<file path="config.mk">
export PLATFORM = sky130hd
export DESIGN_NAME = axil_reg_bank
export DESIGN_NICKNAME = d
export VERILOG_FILES = /design/src/rtl/axil_reg_bank.sv
export SDC_FILE = /design/constraint.sdc
export NUM_CORES = 1
export LEC_CHECK = 0
export CAP_MARGIN = 25
export CORE_AREA = 2 2 121 152
export DETAILED_ROUTE_END_ITERATION = 8
export DIE_AREA = 0 0 123 154
export DONT_BUFFER_PORTS = 1
export MAX_ROUTING_LAYER = met4
export PLACE_DENSITY = 0.76
export RECOVER_POWER = 25
export SLEW_MARGIN = 5
export SYNTH_ARGS = -nofsm -noshare
export SYNTH_HDL_FRONTEND = slang
export SYNTH_SLANG_ARGS = --single-unit
</file>
<file path="constraint.sdc">
create_clock -name clk -period 1.9 [get_ports clk]
set_clock_uncertainty 0.05 [all_clocks]
set_input_delay 0.38 -clock clk [delete_from_list [all_inputs] [get_ports clk]]
set_output_delay 0.38 -clock clk [all_outputs]
set_load 0.02 [all_outputs]
</file>
<file path="src/rtl/axil_reg_bank.sv">
// axil_reg_bank: write-only register bank with CTRL/STATUS words and
// plain configuration registers, exposed as a flattened cfg_o bus.
// Word 0 is CTRL (START pulse, optional IE), word 1 is STATUS (DONE, W1C),
// words 2..NUM_REGS-1 are byte-strobed configuration registers.
// Optional feature: define AXIL_REG_BANK_IRQ_EN to build the IE bit and a
// registered level interrupt irq_o = DONE & IE; otherwise irq_o is tied low.
module axil_reg_bank #(
  parameter int DATA_WIDTH = 32,
  parameter int ADDR_WIDTH = 40,
  parameter int STRB_WIDTH = 4,
  parameter int NUM_REGS   = 8
) (
  input  logic                           clk,
  input  logic                           rstn,
  input  logic [ADDR_WIDTH-1:0]          reg_wr_addr,
  input  logic [DATA_WIDTH-1:0]          reg_wr_data,
  input  logic [STRB_WIDTH-1:0]          reg_wr_strb,
  input  logic                           reg_wr_en,
  output logic                           reg_wr_wait,
  output logic                           reg_wr_ack,
  input  logic                           busy_i,
  input  logic                           done_i,
  output logic                           start_o,
  output logic                           irq_o,
  output logic [NUM_REGS*DATA_WIDTH-1:0] cfg_o
);

  localparam int IDX_W = $clog2(NUM_REGS);

  logic [IDX_W-1:0]      idx;
  logic                  addr_ok;
  logic                  start_req;
  logic                  commit;
  logic                  hit_ctrl;
  logic                  hit_status;
  logic                  hit_cfg;
  logic                  ie_bit;

  logic                  ack_pend_q;
  logic                  start_q, start_d;
  logic                  done_q, done_d;
  logic [DATA_WIDTH-1:0] cfg_q [NUM_REGS-2];
  logic [DATA_WIDTH-1:0] cfg_d [NUM_REGS-2];

  // Byte-offset bits never select anything; the name keeps lint quiet.
  logic unused_addr_lsb;
  assign unused_addr_lsb = ^reg_wr_addr[1:0];

  assign idx       = reg_wr_addr[IDX_W+1:2];
  assign addr_ok   = (reg_wr_addr[ADDR_WIDTH-1:IDX_W+2] == '0);
  assign start_req = reg_wr_strb[0] & reg_wr_data[0];

  // A START request stalls while the datapath runs; ack_pend blocks a held
  // request from being seen a second time in the ack cycle.
  assign reg_wr_wait = reg_wr_en & (idx == '0) & start_req & busy_i & ~ack_pend_q;
  assign commit      = reg_wr_en & ~reg_wr_wait & ~ack_pend_q;

  // Out-of-range writes commit (and are acked) but touch nothing.
  assign hit_ctrl   = commit & addr_ok & (idx == '0);
  assign hit_status = commit & addr_ok & (idx == IDX_W'(1));
  assign hit_cfg    = commit & addr_ok;

  assign reg_wr_ack = ack_pend_q;
  assign start_o    = start_q;

  // Next-state for START pulse and DONE (a new done_i beats a clear).
  always_comb begin
    start_d = hit_ctrl & start_req;
    done_d  = done_i | (done_q & ~(hit_status & reg_wr_strb[0] & reg_wr_data[0]));
  end

  // Byte-strobed update of the plain configuration registers.
  always_comb begin
    cfg_d = cfg_q;
    if (hit_cfg) begin
      for (int r = 2; r < NUM_REGS; r++) begin
        if (idx == IDX_W'(r)) begin
          for (int b = 0; b < STRB_WIDTH; b++) begin
            if (reg_wr_strb[b]) cfg_d[r-2][b*8 +: 8] = reg_wr_data[b*8 +: 8];
          end
        end
      end
    end
  end

  // Handshake, pulse and register state; reset drops any pending ack.
  always_ff @(posedge clk or negedge rstn) begin
    if (!rstn) begin
      ack_pend_q <= 1'b0;
      start_q    <= 1'b0;
      done_q     <= 1'b0;
      for (int r = 0; r < NUM_REGS-2; r++) cfg_q[r] <= '0;
    end else begin
      ack_pend_q <= commit;
      start_q    <= start_d;
      done_q     <= done_d;
      cfg_q      <= cfg_d;
    end
  end

`ifdef AXIL_REG_BANK_IRQ_EN
  logic ie_q, ie_d;
  logic irq_q, irq_d;

  // IE lives in CTRL bit1 and only moves when byte 0 is strobed.
  always_comb begin
    ie_d  = (hit_ctrl & reg_wr_strb[0]) ? reg_wr_data[1] : ie_q;
    irq_d = done_q & ie_q;
  end

  // Interrupt enable and registered level interrupt.
  always_ff @(posedge clk or negedge rstn) begin
    if (!rstn) begin
      ie_q  <= 1'b0;
      irq_q <= 1'b0;
    end else begin
      ie_q  <= ie_d;
      irq_q <= irq_d;
    end
  end

  assign ie_bit = ie_q;
  assign irq_o  = irq_q;
`else
  assign ie_bit = 1'b0;
  assign irq_o  = 1'b0;
`endif

  // Flatten the register image; unused CTRL/STATUS bits read as 0.
  always_comb begin
    cfg_o             = '0;
    cfg_o[1]          = ie_bit;
    cfg_o[DATA_WIDTH] = done_q;
    for (int r = 2; r < NUM_REGS; r++) begin
      cfg_o[r*DATA_WIDTH +: DATA_WIDTH] = cfg_q[r-2];
    end
  end

endmodule

</file>
==> flow_summary_export.csv <==
group,metric,value,unit
run_status,outcome,"complete, but fails checks",
run_status,violations,"hold timing",
sta,fin_setup_tns,0,ns
setup_path,r2r_slack,0.03,ns
cells_and_area,final.fill_count,1348,
setup_path,cp.required,2.15,ns
synthesis,synth-seq-cells,195,
clock_network,path_clk_slew,0.07,ns
clock_network,cts_made_buffers,17,
global_routing,grt_pass1_vias,5144,
cells_and_area,layout-drive-gt1-share,51.1,%
global_routing,antenna_found_initial,0,
routing,wl_per_cell,24.1,um
synthesis,synth_top_area_share,57.8,%
clock_network,cts-root-buf,"clkbuf_16",
die,dieHeight,154,um
cells_and_area,register_area,4880,um^2
synthesis,yosys_warnings,0,
sta,hold_violations,195,
placed_design,portBuffers,0,
die,start_util,48.4,%
setup_path,end_kind,"flip-flop",
power_and_ir_drop,p_leak,5.17,nW
cells_and_area,areaGrowthSynthToFinish,17.6,%
routing,dr.pass1.iters,4,
setup_path,crit_type,"reg -> reg",
setup_path,r2r_start,"reg_wr_ack$_DFF_PN0_",
setup_path,rr_endpoint,"cfg_o[224]$_DFFE_PN0P_",
die,num_io_pins,341,
placed_design,post-place-ws,-0.391,ns
sta,min_period,1.87,ns
sta,fin_ws,0.0324,ns
routing,first_iter_violations,260,
clock_network,insertion_delay,0.42,ns
placed_design,placedCellCount,820,
synthesis,synthesis.area,8440,um^2
cells_and_area,multi_input_area,3440,um^2
setup_path,reg2reg_depth,7,
cells_and_area,num_antenna_cells,0,
cells_and_area,fin_cells,856,
sta,fmax,0.535,GHz
job,max-cap-violations,0,
sta,fin_crit_sh,98.3,%
sta,tightest_slew,0.551,ns
clock_network,clkSinkCount,195,
routing,drc_errors,0,
power_and_ir_drop,vdd.ir_drop.worst,0.538,mV
setup_path,cp.arrival,2.12,ns
die,rows,54,
setup_path,cp-start-kind,"flip-flop",
global_routing,grt_start_max_net_pins,196,
die,die_area,18900,um^2
sta,setup_violations,0,
routing,wl,20.7,mm
synthesis,yosysSeqAreaShare,57.8,%
synthesis,netlist_instances,557,
clock_network,htreeDepth,4,
global_routing,track_usage,22.4,%
die,die_w,123,um
die,core,17400,um^2
sta,drv_slew,0,
placed_design,detailedPlacementHpwl,14.7,mm
setup_path,crit_path_max_incr_delay,0.41,ns
setup_path,crit_end,"cfg_o[224]$_DFFE_PN0P_",
global_routing,grt.overflow.total,0,
synthesis,synth_cell_types,26,
routing,via_per_inst,5.50,
sta,max-slew-margin-rel,63.2,%
synthesis,syn_area_per_cell,15.1,um^2
setup_path,cp-startpoint,"reg_wr_ack$_DFF_PN0_",
power_and_ir_drop,p_per_area,809,nW/um^2
global_routing,grt_first_pass_wirelength,30.7,mm
setup_path,slowest_stage,"dfrtp_1",
synthesis,yosys.area.top_type,"dfrtp_1",
clock_network,cts_tree,"yes",
routing,vias,4711,
setup_path,crit_fanout,8,
setup_path,worstPathCellList,"nand2b_4, a31oi_4, clkbuf_16, buf_4, nand4_2, buf_12, mux2_4",
clock_network,clock_path_buffers,2,
sta,rsz0062_at_grt,"yes",
hold_path,hold_path.class,"in -> async",
synthesis,ys_top_cells_by_area,"dfrtp_1 58%, mux2_2 26%, buf_4 5.9%",
placed_design,place.gp.congestion,0.779,
routing,ant_nets,0,
sta,whs,-0.397,ns
cells_and_area,nets,702,
[placed cells by master (no fill, tap or decap), types with 3 or more instances in the layout]
| master | n |
|---|---|
| nand3b_1 | 4 |
| mux2_2 | 162 |
| dfrtp_1 | 195 |
| buf_12 | 14 |
| nand4_1 | 9 |
| nor4_1 | 12 |
| mux2_4 | 30 |
| inv_1 | 4 |
| inv_6 | 4 |
| nand4_4 | 12 |
| nand4_2 | 5 |
| and4_1 | 10 |
| buf_4 | 40 |
| bufinv_16 | 3 |
| and4_4 | 3 |
| clkbuf_16 | 18 |
| nor3_2 | 4 |
| nor4_2 | 3 |
| conb_1 | 64 |
| nor4_4 | 5 |
| buf_6 | 9 |
[synthesized netlist by cell type, drive strengths merged]
cell type,number
dfrtp,195
mux2,192
buf,78
nand4,26
nor4,20
and4,13
clkbuf,5
nor3,5
inv,4
nand3b,4
nor3b,3
and3,2
nor2,2
or4,2
a31oi,1
conb,1
nand2b,1
nand3,1
nor4b,1
o32a,1
[power breakdown]
part	internal [mW]	switching [mW]
clock	2.07	1.54
combinational	0.0763	0.185
sequential	4.15	0.00158
[flip-flops by register name (all words and copies together) (netlist names)]
signal      flops
start_o         1
cfg_o         192
reg_wr_ack      1
done_q          1
[critical path: cells and delay by family (launching register included)]
| kind | cells | cell delay (ns) |
|---|---|---|
| buffers and inverters | 3 | 0.49 |
| flip-flops | 1 | 0.41 |
| multiplexers | 1 | 0.29 |
| AND/OR/NAND/NOR | 2 | 0.26 |
| AO/OA/AOI/OAI | 1 | 0.25 |
[logic make-up after synthesis]
family / after synthesis / share of synthesized area (%)
AND/OR/NAND/NOR: 80 / 9.24
AO/OA/AOI/OAI: 2 / 0.193
flip-flops: 195 / 57.8
buffers and inverters: 87 / 7.06
multiplexers: 192 / 25.6
other: 1 / 0.0444
[metrics by stage]
| step | hold slack (ns) | instance area, um^2 | utilization (%) | total power [mW] |
|---|---|---|---|---|
| 4_1_cts | -0.422 | 9720 | 55.7 | 8.06 |
| 3_3_place_gp | 0.0382 | 9080 | 52.1 | 4.45 |
| 3_5_place_dp | 0.0386 | 9080 | 52.1 | 4.46 |
| 6_report | -0.397 | 9920 | 56.9 | 8.02 |
| 2_1_floorplan | 0.0344 | 8810 | - | 4.52 |
| 5_1_grt | -0.429 | 9920 | 56.9 | 8.30 |
[timing repair]
item / CTS / global route
pin swaps: 0 / 1
endpoints found under the hold margin: 195 / 195
setup endpoints to repair: 41 / 59
setup buffers: 5 / 0
cloned: 0 / 1
resized for setup: 3 / 39
[worst min-delay path by stage]
| stage | startpoint | end | slack [ns] |
|---|---|---|---|
| after floorplan | rstn | cfg_o[100]$_DFFE_PN0P_ | 0.03 |
| after global placement | rstn | cfg_o[91]$_DFFE_PN0P_ | 0.04 |
| after detailed placement | rstn | cfg_o[249]$_DFFE_PN0P_ | 0.04 |
| after CTS | rstn | cfg_o[73]$_DFFE_PN0P_ | -0.42 |
| after global routing | rstn | cfg_o[249]$_DFFE_PN0P_ | -0.43 |
| final | rstn | cfg_o[249]$_DFFE_PN0P_ | -0.40 |
[layout make-up]
class | instances | share of cell area (%)
Clock buffer | 19 | 4.36
Multi-Input combinational cell | 338 | 34.7
Tap cell | 224 | 2.83
Clock inverter | 11 | 1.51
Inverter | 4 | 0.151
Timing Repair Buffer | 65 | 7.28
Sequential cell | 195 | 49.2
[routing by layer]
metal | GRT usage, % | wire [um] | part of all wire [%]
met1 | 24.5 | 7510 | 36
met2 | 39.5 | 11400 | 55
met3 | 5.86 | 1430 | 6.9
met4 | 6.71 | 303 | 1.5
met5 | - | 0 | 0
Power figures use the tool's default switching activity.
